File: src/rtl/hazard_scoreboard.sv
// Hazard scoreboard: tracks in-flight destinations E..W, drives forward selects, load-use stalls and branch flushes.
// Optional macro HAZARD_PERF_CNT_EN adds saturating stall_cnt/flush_cnt outputs.
module hazard_scoreboard #(
  parameter int AW       = 4,
  parameter int NUM_SRC  = 2,
  parameter int DEPTH    = 3,
  parameter int LOAD_LAT = 2,
  parameter int SELW     = ($clog2(DEPTH) < 1) ? 1 : $clog2(DEPTH)
) (
  input  logic                      clk,
  input  logic                      reset,
  input  logic                      valid_d,
  input  logic [NUM_SRC*AW-1:0]     ra_d,
  input  logic [AW-1:0]             rd_d,
  input  logic                      we_d,
  input  logic                      load_d,
  input  logic                      branch_taken_e,
  output logic [NUM_SRC*SELW-1:0]   fwd_sel_e,
  output logic                      stall_f,
  output logic                      stall_d,
  output logic                      flush_d,
  output logic                      flush_e
`ifdef HAZARD_PERF_CNT_EN
  ,
  output logic [31:0]               stall_cnt,
  output logic [31:0]               flush_cnt
`endif
);

  logic              slot_vld_q  [DEPTH];
  logic              slot_vld_d  [DEPTH];
  logic              slot_we_q   [DEPTH];
  logic              slot_we_d   [DEPTH];
  logic              slot_load_q [DEPTH];
  logic              slot_load_d [DEPTH];
  logic [AW-1:0]     slot_rd_q   [DEPTH];
  logic [AW-1:0]     slot_rd_d   [DEPTH];
  logic [NUM_SRC*AW-1:0] ra_e_q;
  logic [NUM_SRC*AW-1:0] ra_e_d;

  logic luse;
  logic branch;

  // A load in slot j reaches slot j+1 when the D reader enters E; stall if still too young to forward.
  always_comb begin
    luse = 1'b0;
    for (int s = 0; s < NUM_SRC; s++) begin
      for (int j = 0; j < DEPTH; j++) begin
        if ((j + 1 < LOAD_LAT) && slot_vld_q[j] && slot_we_q[j] && slot_load_q[j] &&
            (slot_rd_q[j] == ra_d[s*AW +: AW])) begin
          luse = 1'b1;
        end
      end
    end
    luse   = luse & valid_d & ~reset;
    branch = branch_taken_e & ~reset;
  end

  // Branch outranks load-use: the stalled D instruction is flushed anyway.
  always_comb begin
    flush_d = branch;
    flush_e = branch | luse;
    stall_f = luse & ~branch;
    stall_d = luse & ~branch;
  end

  // Descending scan so the youngest matching writer (lowest slot) overwrites older ones.
  always_comb begin
    fwd_sel_e = '0;
    for (int s = 0; s < NUM_SRC; s++) begin
      for (int k = DEPTH - 1; k >= 1; k--) begin
        if (slot_vld_q[k] && slot_we_q[k] && (slot_rd_q[k] == ra_e_q[s*AW +: AW])) begin
          fwd_sel_e[s*SELW +: SELW] = SELW'(k);
        end
      end
    end
    if (!slot_vld_q[0] || reset) begin
      fwd_sel_e = '0;
    end
  end

  // Stage boundary: D -> slot0, slot[i-1] -> slot[i]; never frozen, stalls inject bubbles.
  always_comb begin
    slot_vld_d[0]  = valid_d & ~flush_e & ~reset;
    slot_we_d[0]   = we_d;
    slot_load_d[0] = load_d;
    slot_rd_d[0]   = rd_d;
    ra_e_d         = ra_d;
    for (int i = 1; i < DEPTH; i++) begin
      slot_vld_d[i]  = slot_vld_q[i-1] & ~reset;
      slot_we_d[i]   = slot_we_q[i-1];
      slot_load_d[i] = slot_load_q[i-1];
      slot_rd_d[i]   = slot_rd_q[i-1];
    end
  end

  always_ff @(posedge clk) begin
    for (int i = 0; i < DEPTH; i++) begin
      slot_vld_q[i] <= slot_vld_d[i];
    end
  end

  always_ff @(posedge clk) begin
    for (int i = 0; i < DEPTH; i++) begin
      slot_we_q[i]   <= slot_we_d[i];
      slot_load_q[i] <= slot_load_d[i];
      slot_rd_q[i]   <= slot_rd_d[i];
    end
    ra_e_q <= ra_e_d;
  end

`ifdef HAZARD_PERF_CNT_EN
  logic [31:0] stall_cnt_q;
  logic [31:0] stall_cnt_d;
  logic [31:0] flush_cnt_q;
  logic [31:0] flush_cnt_d;

  always_comb begin
    stall_cnt_d = stall_cnt_q;
    flush_cnt_d = flush_cnt_q;
    if (stall_d && (stall_cnt_q != 32'hFFFF_FFFF)) begin
      stall_cnt_d = stall_cnt_q + 32'd1;
    end
    if (flush_d && (flush_cnt_q != 32'hFFFF_FFFF)) begin
      flush_cnt_d = flush_cnt_q + 32'd1;
    end
  end

  always_ff @(posedge clk) begin
    if (reset) begin
      stall_cnt_q <= '0;
      flush_cnt_q <= '0;
    end else begin
      stall_cnt_q <= stall_cnt_d;
      flush_cnt_q <= flush_cnt_d;
    end
  end

  assign stall_cnt = reset ? 32'd0 : stall_cnt_q;
  assign flush_cnt = reset ? 32'd0 : flush_cnt_q;
`endif

endmodule

File: config.mk
export PLATFORM = sky130hd
export DESIGN_NAME = hazard_scoreboard
export DESIGN_NICKNAME = d
export VERILOG_FILES = /design/src/rtl/hazard_scoreboard.sv
export SDC_FILE = /design/constraint.sdc
export NUM_CORES = 1
export LEC_CHECK = 0
export BUFFER_PORTS_ARGS = -buffer_cell sky130_fd_sc_hd__buf_2
export CORE_ASPECT_RATIO = 0.9
export CORE_MARGIN = 2
export CORE_UTILIZATION = 32
export DETAILED_ROUTE_END_ITERATION = 8
export PLACE_DENSITY = 0.6
export SYNTH_ARGS = -nofsm -noshare
export SYNTH_HDL_FRONTEND = slang
export SYNTH_SLANG_ARGS = --single-unit
File: constraint.sdc
create_clock -name clk -period 2.42 [get_ports clk]
set_clock_uncertainty 0.2 [all_clocks]
set_input_delay 0.242 -clock clk [delete_from_list [all_inputs] [get_ports clk]]
set_output_delay 0.242 -clock clk [all_outputs]
set_load 0.01 [all_outputs]
* After elaboration in Yosys (flattened, before gate mapping)
Memories as Yosys holds them, arrays and structs flattened. Index checks and enable logic that the tools add are counted.
Storage, ports and cells: bits of input ports 18, memories 4, flip-flop bits (word level) 8, bits in writable memories 21, output and inout port bits 8, logic and storage cells 42
Operators by class: bitwise gates (word level) 12, reductions and logical operators 12, multiplexer cells 7, equality and inequality tests 6
Memory list:
- slot_rd_q | words 3, width 4, read ports 3, clocked after memory_dff 0, write ports 3, line 36 | logic [AW-1:0] slot_rd_q [DEPTH];
- slot_load_q | words 3, width 1, read ports 2, clocked after memory_dff 0, write ports 3, line 34 | logic slot_load_q [DEPTH];
- slot_vld_q | words 3, width 1, read ports 3, clocked after memory_dff 0, write ports 3, line 30 | logic slot_vld_q [DEPTH];
- slot_we_q | words 3, width 1, read ports 3, clocked after memory_dff 0, write ports 3, line 32 | logic slot_we_q [DEPTH];
Operators with widths (number):
- $eq A4 B4 Y1 | 6
- $logic_and A1 B1 Y1 | 10
- $and A1 B1 Y1 | 8
- $mux W2 | 4
- $mux W4 | 1
- $not A1 Y1 | 3
- $mux W1 | 2
- $logic_not A1 Y1 | 1
- $logic_or A1 B1 Y1 | 1
- $or A1 B1 Y1 | 1

* Depth between registers and ports, before layout
Gate-level depths: netlist of the first run.
depth in word-level cells 11, mapped depth 5, gate-level depth less buffers 5

* Worst setup path after synthesis of the first run
OpenSTA, ideal clock, no wires.
path type register to output, start mem slot_rd_q[0][1], end out stall_f, path slack 0.771 ns, path buffers 1, cell stages (with the launch flop) 6, data required time 1.978 ns, data arrival time 1.207 ns, cells stage by stage dfxtp_1 xor2_1 nor4_1 o21ai_1 nor2_1 buf_4
RTL lines:
- start, declared | line 36
- end, declared | line 19 | output logic stall_f,

* Worst setup path after layout of the first run
start in ra_d[0], end out stall_d
On the way: word-level cells in the longest chain between the ends 7
RTL lines:
- start, declared | line 13 | input logic [NUM_SRC*AW-1:0] ra_d,
- $eq A4 B4 Y1 | line 50 | (slot_rd_q[j] == ra_d[s*AW +: AW])) begin
- $logic_and A1 B1 Y1 | line 49 | if ((j + 1 < LOAD_LAT) && slot_vld_q[j] && slot_we_q[j] && slot_load_q[j] &&
- $mux W1 (2 in series) | line 49
- $and A1 B1 Y1 (2 in series) | line 55 | luse = luse & valid_d & ~reset;
- $and A1 B1 Y1 | line 64 | stall_d = luse & ~branch;
- end, declared | line 20 | output logic stall_d,
Every way passes these cells.

==> summary.txt, run 1 <==
Status: completed
Post-CTS Setup Inserts: 0
Rel. slew slack: 80.6%
Pleak: 0.000555 uW
Avg WL per Cell: 9.81 um
Placement Cell Area: 0.00108 mm^2
Fill count: 262
Worst setup margin: 163 ps
Largest area contributor in the netlist: dfxtp_1
Slew @ Worst Pin: 288 ps
CP Class: in -> out
Worst flop-to-flop path startpoint: slot_rd_q[0][1]
Gp weighted congestion: 0.763
Num CTS Buffers: 3
Top cells by count, synth: dfxtp_1 (27), xor2_1 (12), xnor2_1 (10)
Overflow after GRT: 0
Initial Util: 33.4%
Antenna Violating Nets Remaining: 0
Share of layout cells above drive strength 1: 24.6%
Worst slack, placed: 726 ps
Synth Flop Type: dfxtp_1
Die Area: 0.00329 mm^2
Number of synthesized register bits: 27
Core footprint: 0.00273 mm^2
TNS Setup: 0 ps
Worst path cell trace: dlygate4sd3_1, buf_2, xor2_1, nor4_1, o21ai_1, nor2_1, buf_2
GRT Util Overall: 11.5%
Class of the worst hold path: in -> reg
Synth cell types: 20
Slowest stage cell, crit path: dlygate4sd3_1
Tot Pwr: 752 uW
R2R Setup Slk: 960 ps
DRT Pass-1 Iters: 4
CP required: 1980 ps
H-tree depth: 1
YS warnings: 0
Hpwl dp: 1230 um
Yosys top cell area share: 59.3%
Cells after Synth: 78
Max FO, Critical Path: 3
Setup Viol. Count Final: 0
Maximum clock insertion buffer count: 2
Total power density per cell area: 595 mW/mm^2
Sequential area share after synthesis: 59.3%
Hold WS: 39.4 ps
Rows: 18
First-pass GRT wire length: 2700 um
Worst R2R Path Depth: 4
Worst EP arrival: 1810 ps
Total Nets Final: 141
# IOs: 26
Startpoint class of the critical path: primary input
Worst path max stage delay: 530 ps
Final count of pins violating max slew: 0
CTS sink count: 27
Synthesized area per cell: 11.7 um^2
Post-synthesis net count: 96
Area Overhead vs Synth: 38.9%
Synth top area cells: dfxtp_1 (59%), xor2_1 (12%), xnor2_1 (9.6%)
PortBufs: 25
Maximum vdd drop: 0.000291 V
Max-cap viol count: 0
Worst r2r dst: slot_vld_q[0][0]
Synthesized area: 911 um^2
Vias in the first global route: 676
Hold path depth: 3
Largest net degree at the start of global routing: 15
Initial antenna violation count: 0
CTS tree: built
Design area: 0.00126 mm^2
Count leader, synth: dfxtp_1
Most used cell, CP: buf_2
Min cycle time layout: 2260 ps
Starting DRT DRC Count: 4
Residual DRC: 0
Async SR Flop Fraction: 0%
Tcrit/Tclk final: 93.3%
Via count: 646
Hold Crit Start: branch_taken_e
Average via count per standard cell: 3.99
Number of diodes: 0
Final Hold Fails: 0
DIE WIDTH: 60.2 um
Post-synth EDFFs: 0
Wire length after detailed routing: 1590 um
Hold path endpoint: slot_vld_q[0][0]
RSZ-0062 raised after global routing: false
Clock slew seen by the registers of the worst setup and hold paths: 130 ps
Max Fclk: 0.443 GHz
Worst Setup End Kind: output pin
DIE HEIGHT: 54.6 um
Clk Latency, worst-skew pair: 310 ps
Root buffer cell: clkbuf_4
==> power breakdown <==
group	leakage, uW	internal (uW)	switching [uW]
registers	0.000227	467	18.2
logic	0.000313	53.2	29.8
clock network	0.0000150	64.5	119
total	0.000555	585	167
==> sequential cells by signal, summed over array words and instances, names as in the netlist <==
register     count
ra_e_q           8
slot_vld_q       3
slot_load_q      1
slot_we_q        3
slot_rd_q       12
==> through the flow <==
stage / instances / util (%)
after global placement: 142 / 39.6
final: 162 / 46.4
after CTS: 162 / 46.4
after detailed placement: 142 / 39.6
after floorplan: 78 / -
after global routing: 162 / 46.4
==> repair_timing <==
action                     4_1_cts  5_1_grt
setup endpoints to repair        0        0
resized for setup                0        0
hold endpoints to repair        16        0
hold buffers                    16        0
==> cells by family (layout without fill, tap and decap cells) <==
group           count (synthesis)  after routing  share of synthesized area [%]
flops                          27             27                           59.3
simple gates                   21             21                           14.0
buf+inv                         4             48                           2.06
xor+xnor                       22             22                           21.2
compound gates                  4              4                           3.43
==> how the worst max path moves through the flow <==
stage                     depth (start not counted)  slack [ps]  endpoint       startpoint
final                                             7         160   stall_d          ra_d[0]
after global placement                            6         730   stall_f          ra_d[1]
after detailed placement                          6         730   stall_d          ra_d[1]
after floorplan                                   5         770   stall_f  slot_rd_q[0][1]
after CTS                                         7         170   stall_d          ra_d[1]
after global routing                              7          20   stall_d          ra_d[0]
==> worst max-delay path: cells and delay by family <==
kind                   cells  cell delay, ps
AND/OR/NAND/NOR            2             440
XOR/XNOR                   1             150
buffers and inverters      3             810
AO/OA/AOI/OAI              1             160
==> routing by layer <==
metal	wire length, um	share of wire, %	vias up	global-route usage (%)
li1	-	-	345	-
met4	36	2.3	0	5.56
met5	0	0	-	0
met3	77	4.8	5	3.31
met1	681	43	276	13.7
met2	796	50	20	19.0
==> placed cells by master (no fill, tap or decap) <==
master	n
a22o_1	1
and2_1	1
and3_1	1
buf_2	25
clkbuf_1	1
clkbuf_4	3
dfxtp_1	27
dlygate4sd3_1	16
inv_1	3
nand2_1	1
nand2b_1	1
nand2b_4	1
nand3_1	5
nor2_1	3
nor2b_1	2
nor3_1	1
nor4_1	4
nor4_2	1
o21ai_1	1
o221ai_1	1
o31a_1	1
xnor2_1	10
xor2_1	12
==> area by class of cell <==
cell class / count / area (um^2) / area share, %
flip-flops and latches: 27 / 541 / 42.7
multi-input cells: 47 / 352 / 27.8
repair buffers: 41 / 285 / 22.6
well taps: 40 / 50.0 / 3.96
clock buffers: 4 / 26.3 / 2.08
inverters: 3 / 11.3 / 0.890
No activity file was read; power rests on OpenSTA's default activity.
==> run 2: changes to the inputs <==
--- a/config.mk
+++ b/config.mk
@@ -11,6 +11,9 @@
 export CORE_UTILIZATION = 32
 export DETAILED_ROUTE_END_ITERATION = 8
 export PLACE_DENSITY = 0.6
+export REMOVE_ABC_BUFFERS = 1
+export SLEW_MARGIN = 20
 export SYNTH_ARGS = -nofsm -noshare
 export SYNTH_HDL_FRONTEND = slang
 export SYNTH_SLANG_ARGS = --single-unit
+export TNS_END_PERCENT = 5
==> summary.txt, run 2 (synthesis gave the netlist of run 1 again) <==
Status: completed
Max FFs per register: 12 (unchanged)
Total power density per cell area: 600 mW/mm^2 (+0.79%)
DIE WIDTH: 60.2 um (unchanged)
DIE HEIGHT: 54.6 um (unchanged)
H-tree depth: 1 (unchanged)
Max-cap viol count: 0 (unchanged)
Min cycle time layout: 2280 ps (+23.2 ps)
Avg WL per Cell: 10.2 um (+3.5%)
TNS Setup: 0 ps (unchanged)
PostCTS Resize Cnt: 0 (unchanged)
Residual DRC: 0 (unchanged)
Commonest cells after routing, fill and taps aside: dfxtp_1 (27), buf_2 (25), dlygate4sd3_1 (16)
Core footprint: 0.00273 mm^2 (unchanged)
RSZ-0062 raised after global routing: false
First-pass GRT wire length: 2700 um (unchanged)
Tcrit/Tclk final: 94.2% (+0.96 points)
Startpoint class of the critical path: primary input
Worst r2r dst: slot_vld_q[0][0]
CP Class: in -> out
Initial Util: 33.4% (unchanged)
Hold path endpoint: slot_vld_q[0][0]
Antenna Violating Nets Remaining: 0 (unchanged)
CTS tree: built
Area Overhead vs Synth: 39.3%
Slowest stage cell, crit path: dlygate4sd3_1
Max FO, Critical Path: 3 (unchanged)
Class of the worst hold path: in -> reg
Worst setup margin: 140 ps (-23.2 ps)
Worst slack, placed: 723 ps (-2.97 ps)
Average via count per standard cell: 4.03 (+1.1%)
Num CTS Buffers: 3 (unchanged)
Commonest non-fill, non-tap cell in the layout: dfxtp_1
# IOs: 26 (unchanged)
Final Hold Fails: 0 (unchanged)
Starting DRT DRC Count: 5 (+1)
Hold Crit Start: branch_taken_e
Share of layout cells above drive strength 1: 25.4% (+0.82 points)
Overflow after GRT: 0 (unchanged)
Worst flop-to-flop path startpoint: slot_rd_q[0][1]
Rows: 18 (unchanged)
Maximum vdd drop: 0.000342 V (+17%)
Crit path buffers/inverters: 3 (unchanged)
Most used cell, CP: buf_2
Hold path depth: 3 (unchanged)
Maximum clock insertion buffer count: 2 (unchanged)
Number of diodes: 0 (unchanged)
CTS sink count: 27 (unchanged)
CP required: 1980 ps (about the same)
Rel. slew slack: 81.6% (+0.95 points)
Total Nets Final: 141 (unchanged)
Worst path max stage delay: 550 ps (+20 ps)
Vias in the first global route: 664 (-1.8%)
Worst path cell trace: dlygate4sd3_1, buf_2, xor2_1, nor4_1, o21ai_1, nor2_1, buf_2
Gp weighted congestion: 0.782 (+2.6%)
Die Area: 0.00329 mm^2 (unchanged)
Worst EP arrival: 1840 ps (+30 ps)
DRT Pass-1 Iters: 3 (-1)
Initial antenna violation count: 0 (unchanged)
Top flop regs: slot_rd_q: 12 flops, ra_e_q: 8 flops
R2R Setup Slk: 960 ps (about the same)
Clock slew seen by the registers of the worst setup and hold paths: 130 ps (about the same)
CP top delay family: buffers and inverters
Slew @ Worst Pin: 274 ps (-14.2 ps)
Clk Latency, worst-skew pair: 320 ps (about the same)
Wire length after detailed routing: 1650 um (+3.5%)
Worst Setup End Kind: output pin
Setup Viol. Count Final: 0 (unchanged)
Most flops, register: slot_rd_q
Pleak: 0.000554 uW (-0.19%)
Final count of pins violating max slew: 0 (unchanged)
PortBufs: 25 (unchanged)
Root buffer cell: clkbuf_4
Max Fclk: 0.439 GHz (-1.0%)
Worst setup startpoint: ra_d[0]
Worst R2R Path Depth: 4 (unchanged)
GRT Util Overall: 11.7% (+0.26 points)
Via count: 653 (+1.1%)
Largest net degree at the start of global routing: 17 (+2)
==> run 2: repair_timing <==
item,in CTS,in global routing
hold buffers,16,0
endpoints found under the hold margin,16,0
setup buffers,0,0
setup endpoints to repair,0,0
==> run 2: routing by layer <==
metal	vias to the layer above	routed length (um)	global-route usage (%)
li1	346	-	-
met1	292	691	13.0
met2	13	875	20.5
met3	2	63	3.07
met4	0	15	6.67
met5	-	0	0
==> run 2: area by class of cell <==
| type | instances | area, um^2 |
|---|---|---|
| clock buffer | 3 | 22.5 |
| sequential | 27 | 541 |
| inverter | 3 | 11.3 |
| tap | 40 | 50.0 |
| fill | 270 | 1460 |
| timing repair buffer | 41 | 285 |
| multi-input combinational | 47 | 352 |
| clock inverter | 1 | 7.51 |
==> run 2: how the worst max path moves through the flow <==
stage | end | cells past startpoint
finish | stall_f | 7
global route | stall_f | 7
CTS | stall_d | 7
detailed placement | stall_d | 6
global placement | stall_d | 6
floorplan | stall_d | 4
==> run 2: through the flow <==
stage	total power, uW	utilization, %	hold slack (ps)	instances	instance area (um^2)
5_1_grt	805	46.6	21.3	162	1270
3_3_place_gp	559	39.6	137	142	1080
4_1_cts	766	46.6	13.0	162	1270
6_report	761	46.6	27.0	162	1270
3_5_place_dp	561	39.6	146	142	1080
2_1_floorplan	532	-	69.7	77	903
==> run 2: report_power, final <==
group          internal [uW]  total [uW]  switching, uW
Combinational           53.2        83.9           30.7
Sequential               468         486           18.1
Clock                   63.1         191            128
==> run 2: worst register-to-register path, cell delays in order, from the launching register on <==
cell,delay (ps)
dfxtp_1,370
xor2_1,170
nor4_1,310
o21ai_1,130
and3_1,180
